## src/rtl/fft_pkg.sv

```systemverilog
// Shared FFT definitions: sequencer states, length limits and the legal-length test.
package fft_pkg;

  localparam int MAX_FFT_LENGTH_LOG2 = 12;
  localparam int FFT_MIN_LEN_LOG2    = 3;

  typedef enum logic [1:0] {
    IDLE = 2'd0,
    RUN  = 2'd1,
    DONE = 2'd2
  } twaddr_state_e;

  function automatic logic len_is_legal(input logic [3:0] len_log2, input int max_log2);
    return (int'(len_log2) >= FFT_MIN_LEN_LOG2) && (int'(len_log2) <= max_log2);
  endfunction

endpackage

```

## src/rtl/fft_bfly_counter.sv

```systemverilog
// Nested stage/butterfly counter for an FFT of 2^len_log2_i points.
// Exposes the position after the next advance so the caller can register it.
module fft_bfly_counter
  import fft_pkg::*;
#(
  parameter int MAX_LOG2 = MAX_FFT_LENGTH_LOG2
) (
  input  logic                  clk_i,
  input  logic                  reset_n_i,
  input  logic                  clear_i,
  input  logic                  advance_i,
  input  logic [3:0]            len_log2_i,
  output logic                  wrap_o,
  output logic                  last_o,
  output logic [3:0]            stage_next_o,
  output logic [MAX_LOG2-2:0]   bfly_next_o,
  output logic                  last_next_o
);

  localparam int BFLY_W = MAX_LOG2 - 1;

  logic [3:0]        stage_reg;
  logic [BFLY_W-1:0] bfly_reg;
  logic [BFLY_W-1:0] bfly_limit;
  logic [3:0]        stage_limit;

  // Butterflies per stage is N/2, so the wrap point is 2^(L-1)-1.
  assign bfly_limit  = (BFLY_W'(1) << (len_log2_i - 4'd1)) - BFLY_W'(1);
  assign stage_limit = len_log2_i - 4'd1;

  assign wrap_o = (bfly_reg == bfly_limit);
  assign last_o = wrap_o && (stage_reg == stage_limit);

  assign bfly_next_o  = wrap_o ? '0 : bfly_reg + BFLY_W'(1);
  assign stage_next_o = wrap_o ? stage_reg + 4'd1 : stage_reg;
  assign last_next_o  = (bfly_next_o == bfly_limit) && (stage_next_o == stage_limit);

  always_ff @(posedge clk_i or negedge reset_n_i) begin
    if (!reset_n_i) begin
      stage_reg <= '0;
      bfly_reg  <= '0;
    end else if (clear_i) begin
      stage_reg <= '0;
      bfly_reg  <= '0;
    end else if (advance_i) begin
      stage_reg <= stage_next_o;
      bfly_reg  <= bfly_next_o;
    end
  end

endmodule

```

## src/rtl/fft_twiddle_addr_gen.sv

```systemverilog
// Twiddle-ROM address sequencer for a radix-2 DIT FFT: one address per butterfly,
// normalised to the maximum transform length, over a valid/ready handshake.
module fft_twiddle_addr_gen
  import fft_pkg::*;
#(
  parameter int MAX_FFT_LENGTH_LOG2 = fft_pkg::MAX_FFT_LENGTH_LOG2,
  parameter int ADDR_WIDTH          = 16
) (
  input  logic                  clk_i,
  input  logic                  reset_n_i,
  input  logic                  start_i,
  input  logic [3:0]            fft_len_log2_i,
  input  logic                  abort_i,
  output logic [ADDR_WIDTH-1:0] addr_o,
  output logic                  addr_valid_o,
  input  logic                  addr_ready_i,
  output logic [3:0]            stage_o,
  output logic                  last_o,
  output logic                  busy_o,
  output logic                  done_o,
  output logic                  err_o
);

  localparam int BFLY_W = MAX_FFT_LENGTH_LOG2 - 1;

  twaddr_state_e state_reg, state_next;

  logic [3:0]            len_reg;
  logic [ADDR_WIDTH-1:0] addr_reg, addr_next;
  logic [3:0]            stage_reg, stage_next;
  logic                  last_reg, last_next;
  logic                  done_reg, done_next;
  logic                  err_reg, err_next;

  logic              len_legal;
  logic              start_ok;
  logic              handshake;
  logic              cnt_wrap;
  logic              cnt_last;
  logic [3:0]        cnt_stage_next;
  logic [BFLY_W-1:0] cnt_bfly_next;
  logic              cnt_last_next;
  logic [BFLY_W-1:0] bfly_mask;
  logic [3:0]        exp_shift;
  logic [BFLY_W-1:0] exp_next;

  assign len_legal = len_is_legal(fft_len_log2_i, MAX_FFT_LENGTH_LOG2);
  assign start_ok  = (state_reg == IDLE) && start_i && len_legal && !abort_i;
  assign handshake = (state_reg == RUN) && addr_ready_i && !abort_i;

  fft_bfly_counter #(
    .MAX_LOG2 (MAX_FFT_LENGTH_LOG2)
  ) u_counter (
    .clk_i        (clk_i),
    .reset_n_i    (reset_n_i),
    .clear_i      (start_ok),
    .advance_i    (handshake),
    .len_log2_i   (len_reg),
    .wrap_o       (cnt_wrap),
    .last_o       (cnt_last),
    .stage_next_o (cnt_stage_next),
    .bfly_next_o  (cnt_bfly_next),
    .last_next_o  (cnt_last_next)
  );

  // (b mod 2^s) << (L-1-s) << (MAX-L) collapses to (b mod 2^s) << (MAX-1-s),
  // so the address does not depend on L at all.
  for (genvar gi = 0; gi < BFLY_W; gi++) begin : g_mask
    assign bfly_mask[gi] = (gi < int'(cnt_stage_next));
  end

  assign exp_shift = 4'(BFLY_W) - cnt_stage_next;
  assign exp_next  = (cnt_bfly_next & bfly_mask) << exp_shift;

  always_ff @(posedge clk_i or negedge reset_n_i) begin
    if (!reset_n_i) begin
      state_reg <= IDLE;
      len_reg   <= '0;
      addr_reg  <= '0;
      stage_reg <= '0;
      last_reg  <= 1'b0;
      done_reg  <= 1'b0;
      err_reg   <= 1'b0;
    end else begin
      state_reg <= state_next;
      if (start_ok) len_reg <= fft_len_log2_i;
      addr_reg  <= addr_next;
      stage_reg <= stage_next;
      last_reg  <= last_next;
      done_reg  <= done_next;
      err_reg   <= err_next;
    end
  end

  always_comb begin
    state_next = state_reg;
    if (abort_i) begin
      state_next = IDLE;
    end else begin
      unique case (state_reg)
        IDLE:    if (start_i && len_legal) state_next = RUN;
        RUN:     if (handshake && cnt_last) state_next = DONE;
        DONE:    state_next = IDLE;
        default: state_next = IDLE;
      endcase
    end
  end

  always_comb begin
    addr_next  = addr_reg;
    stage_next = stage_reg;
    last_next  = last_reg;
    done_next  = 1'b0;
    err_next   = 1'b0;
    if (abort_i) begin
      addr_next  = '0;
      stage_next = '0;
      last_next  = 1'b0;
    end else begin
      unique case (state_reg)
        IDLE: begin
          addr_next  = '0;
          stage_next = '0;
          last_next  = 1'b0;
          err_next   = start_i && !len_legal;
        end
        RUN: begin
          if (handshake) begin
            if (cnt_last) begin
              addr_next  = '0;
              stage_next = '0;
              last_next  = 1'b0;
              done_next  = 1'b1;
            end else begin
              addr_next  = ADDR_WIDTH'(exp_next);
              stage_next = cnt_stage_next;
              last_next  = cnt_last_next;
            end
          end
        end
        default: begin
          addr_next  = '0;
          stage_next = '0;
          last_next  = 1'b0;
        end
      endcase
    end
  end

  // cnt_wrap is only needed inside the counter for the stage step.
  logic unused_wrap;
  assign unused_wrap = cnt_wrap;

  assign addr_o       = addr_reg;
  assign addr_valid_o = (state_reg == RUN);
  assign busy_o       = (state_reg == RUN);
  assign stage_o      = stage_reg;
  assign last_o       = last_reg;
  assign done_o       = done_reg;
  assign err_o        = err_reg;

endmodule

```

## config.mk

```make
export PLATFORM = sky130hd
export DESIGN_NAME = fft_twiddle_addr_gen
export DESIGN_NICKNAME = d
export VERILOG_FILES = /design/src/rtl/fft_pkg.sv /design/src/rtl/fft_bfly_counter.sv /design/src/rtl/fft_twiddle_addr_gen.sv
export SDC_FILE = /design/constraint.sdc
export NUM_CORES = 1
export LEC_CHECK = 0
export BUFFER_PORTS_ARGS = -buffer_cell sky130_fd_sc_hd__buf_4
export CAP_MARGIN = 10
export CORE_MARGIN = 4
export CORE_UTILIZATION = 40
export CTS_CLUSTER_DIAMETER = 40
export DETAILED_ROUTE_END_ITERATION = 10
export HOLD_SLACK_MARGIN = 0.15
export SYNTH_ARGS = -nofsm -noshare
export SYNTH_HDL_FRONTEND = slang
export SYNTH_SLANG_ARGS = --single-unit
```

## constraint.sdc

```tcl
create_clock -name clk_i -period 7.75 [get_ports clk_i]
set_input_delay 1.1625 -clock clk_i [delete_from_list [all_inputs] [get_ports clk_i]]
set_output_delay 1.1625 -clock clk_i [all_outputs]
set_load 0.01 [all_outputs]
```

==> summary.txt, run 1 <==
Status
  • Status: completed

Critical path
  • Register-to-register setup slack: roughly 2.4 ns
  • RR Endpoint: last_o
  • CP max FO: 17
  • Crit Path Category: reg2reg
  • Critical Path End: last_o
  • Worst Setup End Kind: register
  • Reg2Reg Depth: 16
  • Cells along the critical path: inv_1 > ha_1 > or2_2 > o32ai_2 > nand2_1 > ha_1 > o21ai_1 > a311o_1 > nor3_1 > or3_4 > a2111oi_4 > and2_1 > mux2i_1 > xor2_1 > or4_1 > o31ai_1
  • Req. time, crit path: between 7 and 8 ns
  • Worst path max stage delay: about 0.60 ns
  • CP Launch Type: register
  • Top cell by count, worst path: ha_1
  • Worst setup path start: len_reg[0]
  • CP arrival: ~5.6 ns
  • Slowest stage cell, crit path: and2_1
  • Reg2reg start: len_reg[0]

Timing
  • Max Clk Rate: roughly 190 MHz
  • Period minus WS final: roughly 5.4 ns
  • Slew Limit Fails: 0
  • Worst slew pin tran: around 1.1 ns
  • TNS Setup: 0 ns
  • Final hold violation count: 0
  • RSZ-0062 raised after global routing: false
  • Final setup vio count: 0
  • Final worst path period share: between 60% and 70%
  • Rel. slew slack: 22.3%
  • Clock skew: a little over 0.008 ns

Pwr
  • Total Power: about 0.82 mW
  • Static Leak: 1.61 nW
  • Cell Pwr Density: between 200 and 250 nW/um^2
  • VDD IR max: 65.1 uV

Detailed routing
  • Drt wl/cell: approximately 18 um
  • Via/cell ratio: roughly 6
  • Final WL: around 11000 um
  • Total number of vias: between 3000 and 4000
  • DRT Pass-1 Iters: 7
  • 1st-iter DRT viols: 322
  • Final ANT Viol Nets: 0
  • # DRC: 0

Synthesis
  • Yosys top cell by area: dfrtp_1
  • Synth top area cells: dfrtp_1, nand2_1, o21ai_0, xnor2_1, nor2_1
  • Synth Flop Type: dfrtp_1
  • Seq/Total Area, Yosys: about a quarter
  • Most common cell in the synthesized netlist: nand2_1
  • Ys Warns: 0
  • EDFF count, synth: 0
  • Synthesized area: between 3000 and 4000 sq um
  • Synth unique cells: 74
  • Syn avg cell area: 7.79 sq um
  • Synth Register Bits: 39
  • Synth top area share: approximately a quarter
  • Most instantiated cells after synthesis: nand2_1, nor2_1, dfrtp_1
  • Async SR Flop Fraction: 100%
  • Cells after Synth: between 400 and 500

Die
  • Initial Util: approximately 41%
  • Die height: 105 um
  • Core area: 9200 sq um
  • Die area: around 11000 sq um
  • # rows: 35
  • I/O pins: 34
  • Die W: ~100 um

GRT
  • Vias in the first global route: between 3000 and 4000
  • Largest net degree at the start of global routing: 40
  • Wire length of the first global-routing pass: between 15000 and 20000 um
  • Initial antenna violation count: 0
  • Gr ovfl total: 0
  • Total GRT Usage: 19.2%

Clock tree
  • CTS tree: built
  • Clk slew on worst S/H paths: 0.08 ns
  • Post-cts sizing count: 0
  • Clock Sinks: 39
  • Clk Latency, worst-skew pair: roughly 0.29 ns
  • CTS Buf Count: 5
  • CTS max path bufs: 2
  • Setup Buffers After CTS: 0
  • Root Buffer: clkbuf_8
  • Hold-fix buffer count after cts: 0
  • H-tree depth: 2

Placement
  • Hpwl dp: around 8000 um
  • Placed insts: 582
  • Port-buffer cells: 28
  • GP Congestion: just over 0.9

Hold path
  • Hold Path Class: reg2reg

Job
  • Max Cap Viol: 0

Cells and area
  • Layout Cells excl Fill: 590
  • # diodes: 0
  • P&R area growth vs syn: 6.41%
  • Fin nets: just under 500
  • Share of cells above drive strength 1: between 10% and 20%
-- worst min-delay path by stage --
stage                 startpoint         end  cells after the start
finish                    last_o      last_o                      2
global route           addr_o[4]   addr_o[4]                      2
CTS                       last_o      last_o                      2
detailed placement        last_o      last_o                      2
global placement      stage_o[2]  stage_o[2]                      2
floorplan           state_reg[0]       err_o                      1
-- routing by layer --
layer  track usage [%]  routed length, um
met1              27.8               5110
met4              5.44                149
met3              2.59                526
met2              29.7               4790
met5                 0                  0
-- logic make-up after synthesis --
logic type / Yosys count / synth area share (%)
multiplexers: 15 / 4.24
other: 1 / 0.100
buffers and inverters: 54 / 6.68
AND/OR/NAND/NOR: 192 / 26.4
flip-flops: 39 / 26.1
adder cells (fa/ha/maj): 8 / 2.67
XOR/XNOR: 33 / 8.09
AO/OA/AOI/OAI: 139 / 25.7
-- power by group --
part           internal, mW  leakage, nW  switching [mW]
Sequential            0.212        0.534          0.0303
Clock                0.0633       0.0422          0.0717
Combinational         0.173         1.03           0.273
-- cell type report --
type	instances	area, sq um
multi-input cells	392	2530
clock buffers	7	76.3
flip-flops and latches	39	976
inverters	12	45.0
repair buffers	28	210
fillers	945	5210
clock inverters	1	5.00
well taps	111	139
-- worst max-delay path, delay by kind of cell (launching register included) --
family | cells | cell delay, ns
buffers and inverters | 1 | 0.15
and+or+nand+nor | 6 | 2.03
DFF | 1 | 0.59
muxes | 1 | 0.29
adders and majority gates | 2 | 0.69
xor gates and xnor gates | 1 | 0.10
AOI/OAI and AO/OA | 5 | 1.43
-- stage by stage --
stage | utilization [%] | hold WS [ns] | instance area (sq um) | worst slack [ns]
after floorplan | - | 0.470 | 3760 | 3.22
after global placement | 42.4 | 0.474 | 3900 | 2.66
after detailed placement | 42.4 | 0.477 | 3900 | 2.47
after CTS | 43.3 | 0.495 | 3990 | 2.44
after global routing | 43.3 | 0.524 | 3990 | 1.95
final | 43.3 | 0.491 | 3990 | 2.39
-- cells in the final DEF (no fill, tap or decap), drive strengths merged, types with 6 or more instances in the layout --
| cell type | instances |
|---|---|
| xor2 | 13 |
| mux2i | 8 |
| o21ai | 37 |
| or3 | 6 |
| inv | 11 |
| a22o | 10 |
| nand3 | 17 |
| dfrtp | 39 |
| a21oi | 28 |
| ha | 8 |
| mux2 | 7 |
| a211oi | 7 |
| buf | 28 |
| and2 | 7 |
| and3 | 11 |
| nor3 | 12 |
| nor2 | 41 |
| o31ai | 8 |
| nand2 | 56 |
| nor4 | 8 |
| clkbuf | 7 |
| xnor2 | 19 |
No activity file was read; power rests on OpenSTA's default activity.
==> inputs of run 2 (changes only) <==
- clock period: 7.75 -> 4.6 ns (I/O delays scaled with it)
==> summary.txt, run 2 (synthesized netlist as in run 1, its figures left out) <==
Clock tree
  • Clk Latency, worst-skew pair: 0.31 ns
  • Clock Sinks: 39
  • Hold-fix buffer count after cts: 0
  • H-tree depth: 2
  • Clk slew on worst S/H paths: 0.09 ns
  • CTS tree: built
  • CTS Buf Count: 5
  • CTS max path bufs: 2
  • Root Buffer: clkbuf_8

Timing
  • Final worst path period share: 94.9%
  • Clock skew: 0.00788 ns
  • Worst slew pin tran: 1.08 ns
  • TNS Setup: 0 ns
  • Max Clk Rate: between 200 and 250 MHz
  • Rel. slew slack: 28.1%
  • Slew Limit Fails: 0
  • Final hold violation count: 0
  • Period minus WS final: around 4.4 ns
  • Final setup vio count: 0
  • RSZ-0062 raised after global routing: false

GRT
  • Gr ovfl total: 0
  • Largest net degree at the start of global routing: 40
  • Vias in the first global route: ~3500
  • Wire length of the first global-routing pass: around 18000 um
  • Total GRT Usage: between 20% and 30%
  • Initial antenna violation count: 0

Pwr
  • Pint: 0.802 mW
  • Net Sw Frac: about 45%
  • VDD IR max: between 100 and 150 uV
  • NetSw: about 0.65 mW
  • Combinational Power Share: about 57%
  • Clock power share: about 17%
  • Flop pwr share: around a quarter
  • Cell Pwr Density: 350 nW/um^2
  • Static Leak: between 1.5 and 2 nW

Die
  • I/O pins: 34
  • Initial Util: 40.7%
  • Die W: around 100 um
  • # rows: 35
  • Core area: about 9200 sq um
  • Die height: ~100 um
  • Die area: about 11000 sq um

Status
  • Status: completed

Placement
  • GP Congestion: roughly 0.9
  • Placed Area: approximately 4100 sq um
  • Hpwl dp: between 8000 and 9000 um
  • Port-buffer cells: 28

Critical path
  • Req. time, crit path: 4.80 ns
  • CP Launch Type: register
  • Crit Path Category: reg2reg
  • CP max FO: 12
  • Worst Setup End Kind: register
  • CP arrival: between 4 and 5 ns

Detailed routing
  • Via/cell ratio: 5.91
  • DRT Pass-1 Iters: 4
  • Total number of vias: 3618
  • 1st-iter DRT viols: 250
  • Drt wl/cell: 18.0 um
  • Final WL: around 11000 um
  • Final ANT Viol Nets: 0
  • # DRC: 0

Cells and area
  • Reg area: 976 sq um
  • Util after Layout: 45.2%
  • Area of the multi-input gates: 2540 sq um
  • Fin nets: approximately 520
  • Post-route design area: roughly 4200 sq um
  • Share of cells above drive strength 1: 16.0%
  • Most common cell after layout, fill and taps aside: nand2_1
  • Commonest non-fill, non-tap cells in the layout: nand2_1, buf_4, nor2_1, dfrtp_1, o21ai_0
  • P&R area growth vs syn: 11.0%
  • # diodes: 0
  • Fill count: a little over 900

Job
  • Max Cap Viol: 0

Hold path
  • Hold Path Class: in2async
-- run 2: changes by cell type in the layout (fill, tap and decap cells not counted), sizes merged --
cell / previous run / this run
buf: 28 / 50
-- run 2: power by group through the flow --
stage | Sequential, mW | Clock (mW) | Combinational, mW
floorplan | 0.378 | 0 | 0.619
global placement | 0.395 | 0 | 0.800
detailed placement | 0.395 | 0 | 0.809
CTS | 0.388 | 0.249 | 0.814
global route | 0.392 | 0.263 | 0.911
finish | 0.389 | 0.243 | 0.823
-- run 2: critical path: stages, from the launching register on --
cell,delay (ns)
dfrtp_1,0.59
o21a_1,0.32
o32ai_2,0.15
nand2_1,0.11
ha_1,0.17
o21ai_1,0.07
a311o_1,0.35
o311a_1,0.39
or3_4,0.40
a2111oi_4,0.36
and2_1,0.34
buf_4,0.20
nor2_1,0.08
or4_1,0.51
a32o_1,0.23
-- run 2: worst paths after layout --
path | start | end | slack, ns | cells after the start
max in group asynchronous | reset_n_i | u_counter.bfly_reg[3] | 3.88 | 1
setup / recovery | len_reg[3] | addr_o[10] | 0.24 | 14
setup reg to reg | len_reg[3] | addr_o[10] | 0.24 | 14
hold reg to reg | stage_o[2] | stage_o[2] | 0.50 | 2
min in group clk_i | stage_o[2] | stage_o[2] | 0.50 | 2
hold / removal | reset_n_i | len_reg[2] | 0.35 | 1
-- run 2: per-stage QoR --
stage,std cells,setup slack (ns),power [mW],hold slack [ns]
after floorplan,485,0.0702,0.997,0.394
after global placement,604,0.353,1.20,0.474
after detailed placement,604,0.260,1.20,0.481
after CTS,612,0.238,1.45,0.369
after global routing,612,0.0139,1.57,0.400
final,612,0.236,1.45,0.346
-- run 2: cell type report --
| cell class | instances | share of cell area, % |
|---|---|---|
| clock buffer | 7 | 1.84 |
| clock inverter | 1 | 0.120 |
| inverter | 12 | 1.08 |
| multi-input combinational | 392 | 61.1 |
| sequential | 39 | 23.5 |
| tap | 111 | 3.34 |
| timing repair buffer | 50 | 9.03 |
-- run 2: routing by layer --
layer | up-vias | global-route usage (%) | part of all wire (%)
met5 | - | 0 | 0
met3 | 17 | 2.84 | 4.6
li1 | 1777 | - | -
met1 | 1729 | 28.9 | 49
met4 | 0 | 4.87 | 1.5
met2 | 95 | 32.0 | 45
-- run 2: repair_timing --
item | 4_1_cts | 5_1_grt
endpoints found under the setup margin | 0 | 3
setup buffers | 0 | 0
gates resized for setup | 0 | 1
==> inputs of run 3 (changes only) <==
- BUFFER_PORTS_ARGS: -buffer_cell sky130_fd_sc_hd__buf_4 -> -buffer_cell sky130_fd_sc_hd__buf_2
- CTS_CLUSTER_DIAMETER: 40 -> 100
- SLEW_MARGIN: unset -> 20
==> summary.txt, run 3 (synthesized netlist as in run 1, its figures left out) <==
Clock tree
  • H-tree depth: 2
  • Clock Sinks: 39
  • Root Buffer: clkbuf_8
  • Clk Latency, worst-skew pair: around 0.30 ns
  • Hold-fix buffer count after cts: 0
  • CTS tree: built
  • CTS max path bufs: 2
  • CTS Buf Count: 5
  • Setup Buffers After CTS: 0
  • Post-cts sizing count: 0
  • Clk slew on worst S/H paths: about 0.080 ns

GRT
  • Vias in the first global route: about 3500
  • Initial antenna violation count: 0
  • Wire length of the first global-routing pass: between 15000 and 20000 um
  • Gr ovfl total: 0
  • Total GRT Usage: approximately 20%
  • Largest net degree at the start of global routing: 40

Detailed routing
  • Total number of vias: ~3600
  • Final WL: roughly 11000 um
  • Final ANT Viol Nets: 0
  • DRT Pass-1 Iters: 5
  • Via/cell ratio: between 5 and 6
  • 1st-iter DRT viols: 222
  • # DRC: 0
  • Drt wl/cell: 17.8 um

Placement
  • GP Congestion: roughly 0.96
  • Placed insts: 600
  • Hpwl dp: roughly 8400 um
  • Placed Area: 3970 sq um
  • Port-buffer cells: 28

Die
  • Core area: between 9000 and 10000 sq um
  • Die area: between 10000 and 15000 sq um
  • Die W: 105 um
  • Initial Util: 40.7%
  • # rows: 35
  • I/O pins: 34
  • Die height: 105 um

Critical path
  • Worst path max stage delay: 0.51 ns
  • Crit Path Category: reg2reg
  • Top delay family on crit path: compound AO/OA/AOI/OAI gates
  • Reg2Reg Depth: 17
  • Slowest stage cell, crit path: or4_1
  • CP Depth: 17
  • Req. time, crit path: about 4.8 ns
  • CP arrival: 4.51 ns
  • CP Launch Type: register
  • Cells along the critical path: inv_1 > ha_1 > or2_2 > o32ai_2 > nand2_1 > ha_1 > o21ai_1 > a311o_1 > o311a_1 > or3_4 > a2111oi_4 > buf_4 > nand2_1 > a211oi_2 > o221ai_1 > or4_1 > o31ai_1
  • CP max FO: 6
  • Critical path buffers and inverters: 2
  • Worst setup path start: len_reg[0]
  • Worst Setup End Kind: register
  • Reg2reg start: len_reg[0]

Cells and area
  • Fin nets: slightly above 500
  • Util after Layout: 44.2%
  • Most common cell after layout, fill and taps aside: nand2_1
  • # diodes: 0
  • Layout Cells excl Fill: ~610
  • Commonest non-fill, non-tap cells in the layout: nand2_1, nor2_1, dfrtp_1, o21ai_0
  • Share of cells above drive strength 1: between 10% and 20%
  • Post-route design area: slightly above 4000 sq um
  • P&R area growth vs syn: 8.59%

Timing
  • Final setup vio count: 0
  • Final hold violation count: 0
  • Final worst path period share: between 90% and 100%
  • Period minus WS final: between 4 and 5 ns
  • Clock skew: 0.00471 ns
  • Rel. slew slack: a little under a third
  • Max Clk Rate: 232 MHz
  • RSZ-0062 raised after global routing: false
  • Slew Limit Fails: 0
  • TNS Setup: 0 ns
  • Worst slew pin tran: between 1 and 1.5 ns

Pwr
  • Static Leak: ~1.7 nW
  • Cell Pwr Density: 354 nW/um^2
  • VDD IR max: ~120 uV

Hold path
  • Hold path startpoint: stage_o[2]
  • Hold Path Class: reg2reg
  • Hold Path Depth: 2

Status
  • Status: completed

Job
  • Max Cap Viol: 0
## run 3: changes by cell type in the layout (fill, tap and decap cells not counted), sizes merged
cell,before,now
buf,50,46
clkbuf,7,6
clkinvlp,0,1
## run 3: power breakdown
group | leakage, nW | internal, mW | switching, mW
clock | 0.0412 | 0.106 | 0.132
combinational | 1.12 | 0.327 | 0.485
sequential | 0.533 | 0.357 | 0.0317
total | 1.69 | 0.791 | 0.649
## run 3: per-stage QoR
stage               total power [mW]  setup WS [ns]  hold WS (ns)
global placement                1.19          0.272         0.466
floorplan                      0.997         0.0702         0.394
detailed placement              1.19          0.169         0.477
CTS                             1.44          0.108         0.496
global route                    1.56        0.00966         0.530
finish                          1.44          0.286         0.490
## run 3: worst register-to-register path, cell delays in order, from the launching register on
cell,delay (ns)
dfrtp_1,0.38
inv_1,0.10
ha_1,0.29
or2_2,0.18
o32ai_2,0.09
nand2_1,0.13
ha_1,0.17
o21ai_1,0.06
a311o_1,0.35
o311a_1,0.38
or3_4,0.39
a2111oi_4,0.38
buf_4,0.18
nand2_1,0.08
a211oi_2,0.16
o221ai_1,0.12
or4_1,0.51
o31ai_1,0.26
## run 3: cell type report
type,instances,area [sq um]
clock inverter,2,12.5
clock buffer,6,72.6
fill,946,5130
timing repair buffer,46,275
tap,111,139
sequential,39,977
inverter,12,45.0
multi-input combinational,392,2540
## run 3: routing by layer
metal | share of wire, % | global-route usage, % | wire length, um | up-vias
li1 | - | - | - | 1770
met1 | 49 | 30.1 | 5250 | 1732
met2 | 45 | 30.4 | 4850 | 114
met3 | 4.5 | 2.90 | 481 | 22
met4 | 2.0 | 6.28 | 216 | 0
met5 | 0 | 0 | 0 | -
## run 3: final timing paths
path                               to  slack, ns
hold reg to reg            stage_o[2]       0.49
hold / removal             stage_o[2]       0.49
setup / recovery               last_o       0.29
min in group asynchronous      done_o       0.50
max in group asynchronous  len_reg[3]       3.49
setup reg to reg               last_o       0.29
